<file path="src/rtl/fft_pkg.sv">
// fft_pkg: shared definitions for the FFT commutator datapath.
//   DATA_W_DEF : default width of one real/imag component
//   cplx_t     : complex sample (re, im) at the default width
//   cm_state_t : commutator FSM states
package fft_pkg;

    localparam int DATA_W_DEF = 16;

    typedef struct packed {
        logic [DATA_W_DEF-1:0] re;
        logic [DATA_W_DEF-1:0] im;
    } cplx_t;

    typedef enum logic [1:0] {
        IDLE,
        FILL,
        RUN,
        DRAIN
    } cm_state_t;

endpackage

</file>
<file path="src/rtl/cm_delay_line.sv">
// cm_delay_line: DEPTH-deep shift register of W-bit words (a packed complex
// sample) that advances only while en is high.
//   CLK  : clock, rising edge
//   RSTn : asynchronous active-low clear of every stage
//   en   : shift one position
//   din  : word entering stage 0
//   dout : oldest word (stage DEPTH-1), i.e. din delayed by DEPTH shifts
module cm_delay_line #(
    parameter int DEPTH = 16,
    parameter int W     = 32
) (
    input  logic         CLK,
    input  logic         RSTn,
    input  logic         en,
    input  logic [W-1:0] din,
    output logic [W-1:0] dout
);

    logic [DEPTH-1:0][W-1:0] sr_q, sr_d;

    always_comb begin
        sr_d = en ? {sr_q[DEPTH-2:0], din} : sr_q;
    end

    always_ff @(posedge CLK or negedge RSTn) begin
        if (!RSTn) begin
            sr_q <= '0;
        end else begin
            sr_q <= sr_d;
        end
    end

    assign dout = sr_q[DEPTH-1];

endmodule

</file>
<file path="src/rtl/commutator_postdelay.sv">
// commutator_postdelay: radix-2 SDF commutator with post-delay. Swaps the
// two butterfly paths every D accepted pairs, delays the selected path by D
// pairs and emits the re-aligned pair to the next stage; a frame ends with a
// D-cycle drain that flushes the delay line.
//   CLK, RSTn                     : clock, asynchronous active-low reset
//   in_valid, in_last             : input pair strobe / final pair of frame
//   in0_re/im                     : undelayed upper path
//   in1_re/im                     : lower path, pre-delayed upstream
//   out_valid, out_last           : output pair strobe / final pair of frame
//   out0_re/im, out1_re/im        : aligned output pair
//   err                           : sticky protocol error
// Build option: define CM_OUT_REG_EN to add one more register stage on all
// outputs (latency 2 instead of 1).
module commutator_postdelay
    import fft_pkg::*;
#(
    parameter int DELAY_CYCLES = 16,
    parameter int DATA_W       = DATA_W_DEF
) (
    input  logic              CLK,
    input  logic              RSTn,
    input  logic              in_valid,
    input  logic              in_last,
    input  logic [DATA_W-1:0] in0_re,
    input  logic [DATA_W-1:0] in0_im,
    input  logic [DATA_W-1:0] in1_re,
    input  logic [DATA_W-1:0] in1_im,
    output logic              out_valid,
    output logic              out_last,
    output logic [DATA_W-1:0] out0_re,
    output logic [DATA_W-1:0] out0_im,
    output logic [DATA_W-1:0] out1_re,
    output logic [DATA_W-1:0] out1_im,
    output logic              err
);

    localparam int LD = $clog2(DELAY_CYCLES);
    // k spans one 2D period, so wrap-around gives k mod 2D for free
    localparam int KW = LD + 1;
    localparam int PW = 2 * DATA_W;
    localparam logic [KW-1:0] K_LAST = KW'(DELAY_CYCLES - 1);

    cm_state_t       state_q, state_d;
    logic [KW-1:0]   k_q, k_d;
    logic            err_q, err_d;
    logic            vld_q, vld_d;
    logic            last_q, last_d;
    logic [2*PW-1:0] dat_q, dat_d;
    logic            acc, sel, dl_en;
    logic [PW-1:0]   a, b, dl_in, dl_out;

    always_comb begin
        acc     = in_valid && (state_q != DRAIN);
        sel     = k_q[LD];
        a       = sel ? {in1_re, in1_im} : {in0_re, in0_im};
        b       = sel ? {in0_re, in0_im} : {in1_re, in1_im};
        dl_en   = acc || (state_q == DRAIN);
        dl_in   = (state_q == DRAIN) ? '0 : a;
        state_d = state_q;
        k_d     = k_q;
        err_d   = err_q;
        vld_d   = 1'b0;
        last_d  = 1'b0;
        dat_d   = dat_q;
        if (state_q == DRAIN) begin
            // k is reused as the drain cycle counter; zeros are shifted in,
            // so the line is empty again when the frame ends
            vld_d   = 1'b1;
            last_d  = (k_q == K_LAST);
            dat_d   = {dl_out, {PW{1'b0}}};
            k_d     = last_d ? '0 : k_q + 1'b1;
            state_d = last_d ? IDLE : DRAIN;
            err_d   = err_q | in_valid;
        end else if (acc) begin
            k_d     = k_q + 1'b1;
            vld_d   = (state_q == RUN);
            dat_d   = vld_d ? {dl_out, b} : dat_q;
            state_d = (state_q == RUN || k_q == K_LAST) ? RUN : FILL;
            if (in_last) begin
                state_d = DRAIN;
                k_d     = '0;
                err_d   = err_q | (k_q != {KW{1'b1}});
            end
        end
    end

    always_ff @(posedge CLK or negedge RSTn) begin
        if (!RSTn) begin
            state_q <= IDLE;
            k_q     <= '0;
            err_q   <= 1'b0;
            vld_q   <= 1'b0;
            last_q  <= 1'b0;
            dat_q   <= '0;
        end else begin
            state_q <= state_d;
            k_q     <= k_d;
            err_q   <= err_d;
            vld_q   <= vld_d;
            last_q  <= last_d;
            dat_q   <= dat_d;
        end
    end

    cm_delay_line #(
        .DEPTH (DELAY_CYCLES),
        .W     (PW)
    ) u_dl (
        .CLK  (CLK),
        .RSTn (RSTn),
        .en   (dl_en),
        .din  (dl_in),
        .dout (dl_out)
    );

    logic            vld_o, last_o, err_o;
    logic [2*PW-1:0] dat_o;

`ifdef CM_OUT_REG_EN
    logic            vld2_q, last2_q, err2_q;
    logic [2*PW-1:0] dat2_q;

    always_ff @(posedge CLK or negedge RSTn) begin
        if (!RSTn) begin
            vld2_q  <= 1'b0;
            last2_q <= 1'b0;
            err2_q  <= 1'b0;
            dat2_q  <= '0;
        end else begin
            vld2_q  <= vld_q;
            last2_q <= last_q;
            err2_q  <= err_q;
            dat2_q  <= dat_q;
        end
    end

    assign vld_o  = vld2_q;
    assign last_o = last2_q;
    assign err_o  = err2_q;
    assign dat_o  = dat2_q;
`else
    assign vld_o  = vld_q;
    assign last_o = last_q;
    assign err_o  = err_q;
    assign dat_o  = dat_q;
`endif

    assign out_valid = vld_o;
    assign out_last  = last_o;
    assign err       = err_o;
    assign {out0_re, out0_im, out1_re, out1_im} = dat_o;

endmodule

</file>
<file path="config.mk">
export PLATFORM = sky130hd
export DESIGN_NAME = commutator_postdelay
export DESIGN_NICKNAME = d
export VERILOG_FILES = /design/src/rtl/fft_pkg.sv /design/src/rtl/cm_delay_line.sv /design/src/rtl/commutator_postdelay.sv
export SDC_FILE = /design/constraint.sdc
export NUM_CORES = 1
export LEC_CHECK = 0
export ABC_AREA = 0
export BUFFER_PORTS_ARGS = -buffer_cell sky130_fd_sc_hd__buf_2
export CAP_MARGIN = 10
export CORE_MARGIN = 4
export CORE_UTILIZATION = 61
export DETAILED_ROUTE_END_ITERATION = 10
export MAX_ROUTING_LAYER = met4
export PLACE_DENSITY = 0.78
export SKIP_LAST_GASP = 1
export SYNTH_ARGS = -nofsm -noshare
export SYNTH_HDL_FRONTEND = slang
export SYNTH_HIERARCHICAL = 1
export SYNTH_SLANG_ARGS = --single-unit
export TNS_END_PERCENT = 1
</file>
<file path="constraint.sdc">
create_clock -name CLK -period 2.2 [get_ports CLK]
set_input_delay 0.44 -clock CLK [delete_from_list [all_inputs] [get_ports CLK]]
set_output_delay 0.44 -clock CLK [all_outputs]
set_load 0.1 [all_outputs]
</file>
Word level (Yosys, flattened, before mapping) --
Cells that the tools add are included.
Storage, ports and cells: flip-flop bits (word level) 586, input bits 68, output and inout bits 67, word-level logic and storage cells 59
Operators by class: add/subtract/negate cells 1, eq/ne operators 5, multiplexer cells 21, bitwise operators 2, reductions and logical operators 8
Operator list (number):
- $mux 64 | 3
- $mux 32 | 3
- $mux 5 | 4
- $mux 2 | 5
- $mux 1 | 6
- $reduce_bool 2->1 | 3
- $add 5x1->5 const B | 1
- $eq 5x4->1 const B | 1
- $ne 5x5->1 const B | 1
- $eq 2x2->1 const B | 2
- $reduce_and 2->1 | 2
- $logic_or 1x1->1 | 2
- $ne 2x2->1 const B | 1
- $or 1x1->1 | 2
- $logic_and 1x1->1 | 1

Logic depth before layout (Yosys ltp) --
Gate-level depths: netlist of run 1.
word-level depth 6, depth in mapped cells 8, depth with buffers taken out 6

By module --
Netlist of run 1, hierarchy kept.
Modules (own cells, without submodules):
- cm_delay_line | times used 1, cells each 1113, area an instance 19461.2 µm², seq. area each 12812.3 µm²
- commutator_postdelay | times used 1, cells each 334, area an instance 3771.1 µm², seq. area each 1851.8 µm²

Least setup slack after synthesis of run 1 --
No wires, ideal clock.
kind input -> register, start point input in_valid, end point register u_dl/sr_q[100] (netlist name), setup time 0.125 ns, arrival 1.606 ns, data required time 2.075 ns, setup slack 0.469 ns, cell stages on the path 6, buffers on the path 4, cell sequence buf_2 -> nand2b_1 -> buf_6 -> buf_6 -> clkbuf_8 -> mux2_2
Between the ends: word-level cells in the longest chain between the ends 2
RTL lines:
- from (decl) | line commutator_postdelay.sv:22 | input logic in_valid,
- $logic_and 1x1->1 | line commutator_postdelay.sv:53 | acc = in_valid && (state_q != DRAIN);
- $logic_or 1x1->1 | line commutator_postdelay.sv:57 | dl_en = acc || (state_q == DRAIN);
- net dl_en | line commutator_postdelay.sv:49 | logic acc, sel, dl_en;
- to (signal assigned) | line cm_delay_line.sv:29 | sr_q <= sr_d;
- to (decl) | line cm_delay_line.sv:19 | logic [DEPTH-1:0][W-1:0] sr_q, sr_d;
The timed path passes the listed nets, and every way through them passes these cells. A chain may end at the register's enable or synchronous reset.

Worst setup path in the final report of run 1 --
start point register state_q[0], end point register u_dl/sr_q[468] (netlist name)
Between the ends: word-level cells in the longest chain between the ends 3, elaborated cells between the ends (all ways) 4, classes of those cells 2 x eq/ne; 2 x reduce/logical
RTL lines:
- from (decl) | line commutator_postdelay.sv:43 | cm_state_t state_q, state_d;
- from (signal assigned) | line commutator_postdelay.sv:96 | state_q <= state_d;
- $ne 2x2->1 | line commutator_postdelay.sv:53
- $logic_and 1x1->1 | line commutator_postdelay.sv:53
- $logic_or 1x1->1 * | line commutator_postdelay.sv:57
- net dl_en | line commutator_postdelay.sv:49
Mark *: on every way through the listed nets, which the timed path passes. The rest lies on a longest branch.

==> results of run 1 <==
## sequential cells by signal, summed over array words and instances (netlist names)
| register | flops |
|---|---|
| u_dl/dout | 32 |
| k_q | 5 |
| out_last | 1 |
| err | 1 |
| state_q | 2 |
| out_valid | 1 |
| u_dl/sr_q | 480 |
| dat_o | 64 |
## synthesized netlist by cell type, types with 2 or more instances
| cell type | count | area, um2 |
|---|---|---|
| clkbuf_8 | 8 | 110 |
| ha_1 | 4 | 50.1 |
| mux2_1 | 2 | 22.5 |
| o31ai_1 | 32 | 240 |
| dfrtp_1 | 586 | 14700 |
| inv_1 | 6 | 22.5 |
| mux2i_1 | 65 | 651 |
| clkbuf_1 | 5 | 18.8 |
| a21oi_1 | 4 | 20.0 |
| nand2_1 | 36 | 135 |
| a31oi_1 | 2 | 12.5 |
| o21ai_0 | 6 | 30.0 |
| and3_1 | 2 | 12.5 |
| buf_6 | 49 | 552 |
| mux2_2 | 542 | 6100 |
| buf_4 | 43 | 323 |
| buf_2 | 10 | 50.1 |
| nor2_1 | 36 | 135 |
## worst max-delay path: cells and delay by family, from the launching register on
kind                   cells  cell delay [ns]
buffers and inverters      2             0.48
AND/OR/NAND/NOR            2             0.39
flip-flops                 1             0.48
multiplexers               1             0.38
## final cells by class
cell class,instances,area [um2]
Clock buffer,87,1720
Inverter,6,22.5
Fill cell,2454,11600
Tap cell,511,639
Timing Repair Buffer,183,1360
Clock inverter,4,26.3
Sequential cell,586,14700
Multi-Input combinational cell,740,7500
## final timing paths
kind	slack (ns)	from	depth (start not counted)	endpoint
worst min-delay path	0.17	in_last	3	state_q[0]
max in group asynchronous	1.00	RSTn	3	u_dl/sr_q[460]
worst max-delay path	0.30	state_q[0]	5	u_dl/sr_q[468]
min in group asynchronous	0.40	RSTn	2	dat_o[33]
worst max register to register	0.30	state_q[0]	5	u_dl/sr_q[468]
worst min register to register	0.46	err	1	err
## metrics by stage
stage	util (%)	instances	total power, mW	worst slack (ns)
final	69.0	2117	38.5	0.302
after detailed placement	64.4	2025	29.7	0.315
after global placement	64.4	2025	29.0	0.346
after global routing	69.0	2117	40.7	0.211
after CTS	69.0	2117	38.9	0.297
after floorplan	-	1447	27.5	0.469
## routing by layer
layer  GRT usage [%]  vias up  share of wire, %
met5               -        -                 0
met2            27.5      208                46
met4            3.90        0               1.6
met1            26.4     5845                49
met3            2.97       53               3.7
li1                -     5335                 -
## cell families after synthesis
group	synth area share, %
AO/OA/AOI/OAI	1.57
adder cells (fa/ha/maj)	0.215
buffers and inverters	4.63
flip-flops	63.1
multiplexers	29.2
AND/OR/NAND/NOR	1.29
## power breakdown
group | internal [mW] | switching (mW)
clock network | 5.30 | 3.71
logic | 6.16 | 6.56
registers | 14.7 | 2.08
total | 26.1 | 12.4
==> run_results.csv, run 1 <==
group,metric,value,unit
timing,max_freq,0.527,GHz
synth,synth.avg_cell_area,16.1,um2
synth,seq_area_frac_synth,63.1,%
critical_path,critPathRequiredTime,2.63,ns
synth,synth.distinct_cells,27,
clock_network,clock_latency,0.56,ns
clock_network,post_cts_buffers,0,
critical_path,cp_max_fo,44,
clock_network,cts_hold_buf,1,
pwr,power_density,1480,nW/um2
place,place_area,24200,um2
timing,setup_tns,0,ns
timing,relSlewSlack,66.2,%
detailed_routing,avgViaCountPerCell,5.40,
finish,area_delta_synth_final,11.7,%
detailed_routing,num_vias,11441,
finish,fin_area,25900,um2
detailed_routing,wl,35000,um
flow_run,maxCapViolations,0,
timing,hold_viol_final,0,
worst_hold_path,min_path_type,"primary input to register",
synth,synth_edf_count,0,
finish,drive_above_1_share,50.3,%
grt,grt_overflow_total,0,
synth,async_flop_share,100,%
critical_path,crit_slowest_cell,"dfrtp_1",
die,die_y,203,um
critical_path,cpPeakStageDelay,0.48,ns
critical_path,cp-start-kind,"register",
timing,rsz0062_at_grt,"false",
finish,fin_nets,1645,
place,finalWeightedCongestion,0.756,
synth,netlist_instances,1447,
detailed_routing,ant_nets,0,
detailed_routing,drt_iter0_drc,517,
die,num_rows,71,
critical_path,critical_path_class,"register to register",
finish,antennaDiodeCount,0,
detailed_routing,dr.pass1.iters,5,
clock_network,cts_made_buffers,56,
clock_network,htree_levels,2,
pwr,leakagePower,12.9,nW
timing,worstMarginPinSlew,0.510,ns
timing,setup_viol,0,
timing,fin_crit,1.90,ns
die,design.core.area,37600,um2
clock_network,cts_buffer_depth,3,
synth,syn-num-nets,1519,
die,fp.dieArea,41300,um2
clock_network,cts_resized,0,
die,die_w,203,um
synth,synth_seq_cells,586,
timing,drv_slew,0,
timing,hold_ws,0.175,ns
detailed_routing,wl_per_cell,16.5,um
timing,finalClockSkew,0.0112,ns
grt,grt_util_all_layers,18.1,%
place,numPortBuffers,134,
die,start_util,61.8,%
pwr,worst_ir_drop_vdd,0.000883,V
finish,layout_common_cells,"dfrtp_1 (585), mux2_2 (542), buf_2 (133)",
critical_path,cp-end-kind,"register",
clock_network,cts_num_sinks,586,
outcome,outcome,"complete, no violations",
grt,first_global_vias,12110,
synth,netlist_area,23200,um2
finish,layout_commonest_cell,"dfrtp_1",
grt,grt_max_degree,82,
detailed_routing,post-route-drc-count,0,
synth,synth_ff_type,"dfrtp_1",
grt,antenna_found_initial,0,
grt,grt_pass1_wl,61700,um
timing,min_period_over_period,86.3,%
critical_path,cp_data_arrival_time,2.33,ns
die,pin_count,135,
clock_network,clkTransAtPathRegs,0.06,ns
clock_network,cts_tree,"yes",
critical_path,cp_cell_sequence,"nand2_1 > nand2b_4 > buf_12 > buf_12 > mux2_2",
synth,ys.warnings.count,6,
critical_path,critical_path.most_common_cell,"buf_12",
clock_network,clockRootBuffer,"clkbuf_16",
place,place_hpwl,22300,um
(Power assumes the default switching activity.)
==> inputs of run 2 (changes only) <==
CORE_UTILIZATION = 55   (was 61)
GPL_TIMING_DRIVEN = 1   (was not set)
PLACE_DENSITY = 0.74   (was 0.78)
clock period = 1.6 ns   (was 2.2 ns; I/O delays follow)
==> run 2 against run 1 <==
Cell count increased by 3.6%. Count of clock-buffer cells in the layout shrank 2. Via count up 0.94%. Largest cell class unchanged. Hold slack worse by 0.11 ns. Die area is 10% higher. Clock power up 48%. Critical path type is now register to output pin. The flow now finishes with violations (setup timing). Critical path depth fell by 4. First-iteration DRC count down 19%. Worst setup slack got worse by 0.30 ns. Global-route usage down 1.5 points. Clock skew grew 0.0054 ns.
==> run_results.csv, run 2 (synthesis gave the netlist of run 1 again) <==
group,metric,value,unit
place,finalWeightedCongestion,0.745,
pwr,power_density,2040,nW/um2
pwr,p_int,37.3,mW
clock_network,cts_tree,"yes",
finish,largest_reg_flops,480,
grt,grt_util_all_layers,16.6,%
timing,min_period_over_period,100,%
die,fp.dieArea,45600,um2
timing,setup_slack,-0.00298,ns
critical_path,cp_top_family,"flip-flops",
timing,max_freq,0.624,GHz
die,die_w,214,um
critical_path,cp_max_fo,2,
clock_network,cts_buffer_depth,3,
critical_path,cpPeakStageDelay,0.36,ns
timing,relSlewSlack,73.6,%
timing,rsz0062_at_grt,"true",
place,place_ws,-0.0267,ns
critical_path,critical_path_class,"register to output pin",
critical_path,crit_slowest_cell,"dfrtp_1",
pwr,netSwitchingFraction,31.6,%
finish,layout_common_cells,"dfrtp_1 (584), mux2_2 (542), buf_4 (69)",
worst_hold_path,hold_depth,3,
clock_network,clkTransAtPathRegs,0.06,ns
place,numPortBuffers,134,
critical_path,reg2reg_depth,5,
die,pin_count,135,
place,place_hpwl,23000,um
grt,grt_overflow_total,0,
detailed_routing,ant_nets,0,
critical_path,reg2reg_to,"state_q[0]",
detailed_routing,num_vias,11549,
grt,first_global_vias,12186,
detailed_routing,avgViaCountPerCell,5.27,
finish,fin_nets,1684,
timing,hold_viol_final,0,
pwr,leakagePower,13.2,nW
critical_path,ff2ff_setup_slack,0.03,ns
detailed_routing,wl_per_cell,16.0,um
finish,area_delta_synth_final,14.9,%
place,place_area,24600,um2
clock_network,post_cts_buffers,0,
pwr,p_clk_share,24.3,%
critical_path,cp-start-kind,"register",
critical_path,critPathRequiredTime,1.28,ns
timing,worstMarginPinSlew,0.397,ns
timing,setup_viol,1,
clock_network,htree_levels,2,
critical_path,rr_startpoint,"k_q[0]",
clock_network,clock_latency,0.59,ns
grt,grt_max_degree,68,
timing,hold_ws,0.0654,ns
finish,drive_above_1_share,51.6,%
worst_hold_path,holdPathEnd,"dat_o[12]",
pwr,p_comb_share,33.8,%
detailed_routing,post-route-drc-count,0,
clock_network,cts_num_sinks,586,
critical_path,cp_num_cells,1,
grt,grt_pass1_wl,62000,um
die,start_util,55.5,%
detailed_routing,dr.pass1.iters,4,
flow_run,maxCapViolations,0,
worst_hold_path,worstHoldStart,"in1_im[12]",
worst_hold_path,min_path_type,"primary input to register",
outcome,violations,"setup timing",
pwr,p_sw,17.3,mW
die,design.core.area,41900,um2
critical_path,cp-end-kind,"output pin",
timing,fin_crit,1.60,ns
die,num_rows,75,
detailed_routing,wl,35000,um
critical_path,cp_data_arrival_time,1.28,ns
critical_path,cp_cell_sequence,"clkbuf_4",
die,die_y,214,um
critical_path,crit_buf_inv,1,
finish,antennaDiodeCount,0,
grt,antenna_found_initial,0,
detailed_routing,drt_iter0_drc,421,
outcome,outcome,"complete, but fails checks",
finish,top_register,"u_dl/sr_q",
pwr,pwr-share-seq,41.9,%
finish,fin_area,26700,um2
finish,layout_commonest_cell,"dfrtp_1",
pwr,worst_ir_drop_vdd,0.00146,V
clock_network,clockRootBuffer,"clkbuf_16",
timing,drv_slew,0,
timing,finalClockSkew,0.0166,ns
clock_network,cts_made_buffers,56,
run 2: worst max path at each step:
stage,from,endpoint,slack [ns]
after global routing,k_q[0],state_q[0],-0.07
final,dat_o[7],out1_im[7],-0.003
after floorplan,k_q[4],k_q[3],0.01
after detailed placement,k_q[0],k_q[3],-0.03
after global placement,k_q[0],k_q[3],0.03
after CTS,dat_o[63],out0_re[15],-0.13
run 2: area by class of cell:
cell class | count | area, um2
Timing Repair Buffer | 222 | 1940
Fill cell | 3029 | 15100
Sequential cell | 586 | 14700
Inverter | 6 | 22.5
Multi-Input combinational cell | 740 | 7530
Tap cell | 539 | 674
Clock buffer | 85 | 1630
Clock inverter | 15 | 240
run 2: what timing repair did:
item / in CTS / in global routing
endpoints found under the hold margin: 330 / 0
cloned: 0 / 0
endpoints found under the setup margin: 69 / 93
resized for setup: 17 / 54
hold buffers: 2 / 0
run 2: metal layers:
layer | part of all wire, % | global-route usage (%) | up-vias
li1 | - | - | 5416
met1 | 49 | 24.4 | 5873
met2 | 45 | 24.1 | 204
met3 | 4.2 | 2.77 | 56
met4 | 2.1 | 4.90 | 0
met5 | 0 | - | -
run 2: through the flow:
step | setup TNS (ns) | util, % | power (mW) | cells
4_1_cts | -5.96 | 63.4 | 55.1 | 2193
6_report | -0.00298 | 63.8 | 54.6 | 2193
3_5_place_dp | -0.0267 | 58.8 | 41.5 | 2091
3_3_place_gp | 0 | 58.8 | 40.6 | 2091
5_1_grt | -2.55 | 63.8 | 57.8 | 2193
2_1_floorplan | 0 | - | 37.9 | 1447
run 2: power by group through the flow:
| stage | combinational [mW] | sequential [mW] | clock, mW |
|---|---|---|---|
| floorplan | 12.8 | 25.1 | 0 |
| global placement | 17.7 | 22.9 | 0 |
| detailed placement | 18.3 | 23.1 | 0 |
| CTS | 18.5 | 22.9 | 13.7 |
| global route | 19.9 | 23.6 | 14.4 |
| finish | 18.5 | 22.9 | 13.3 |
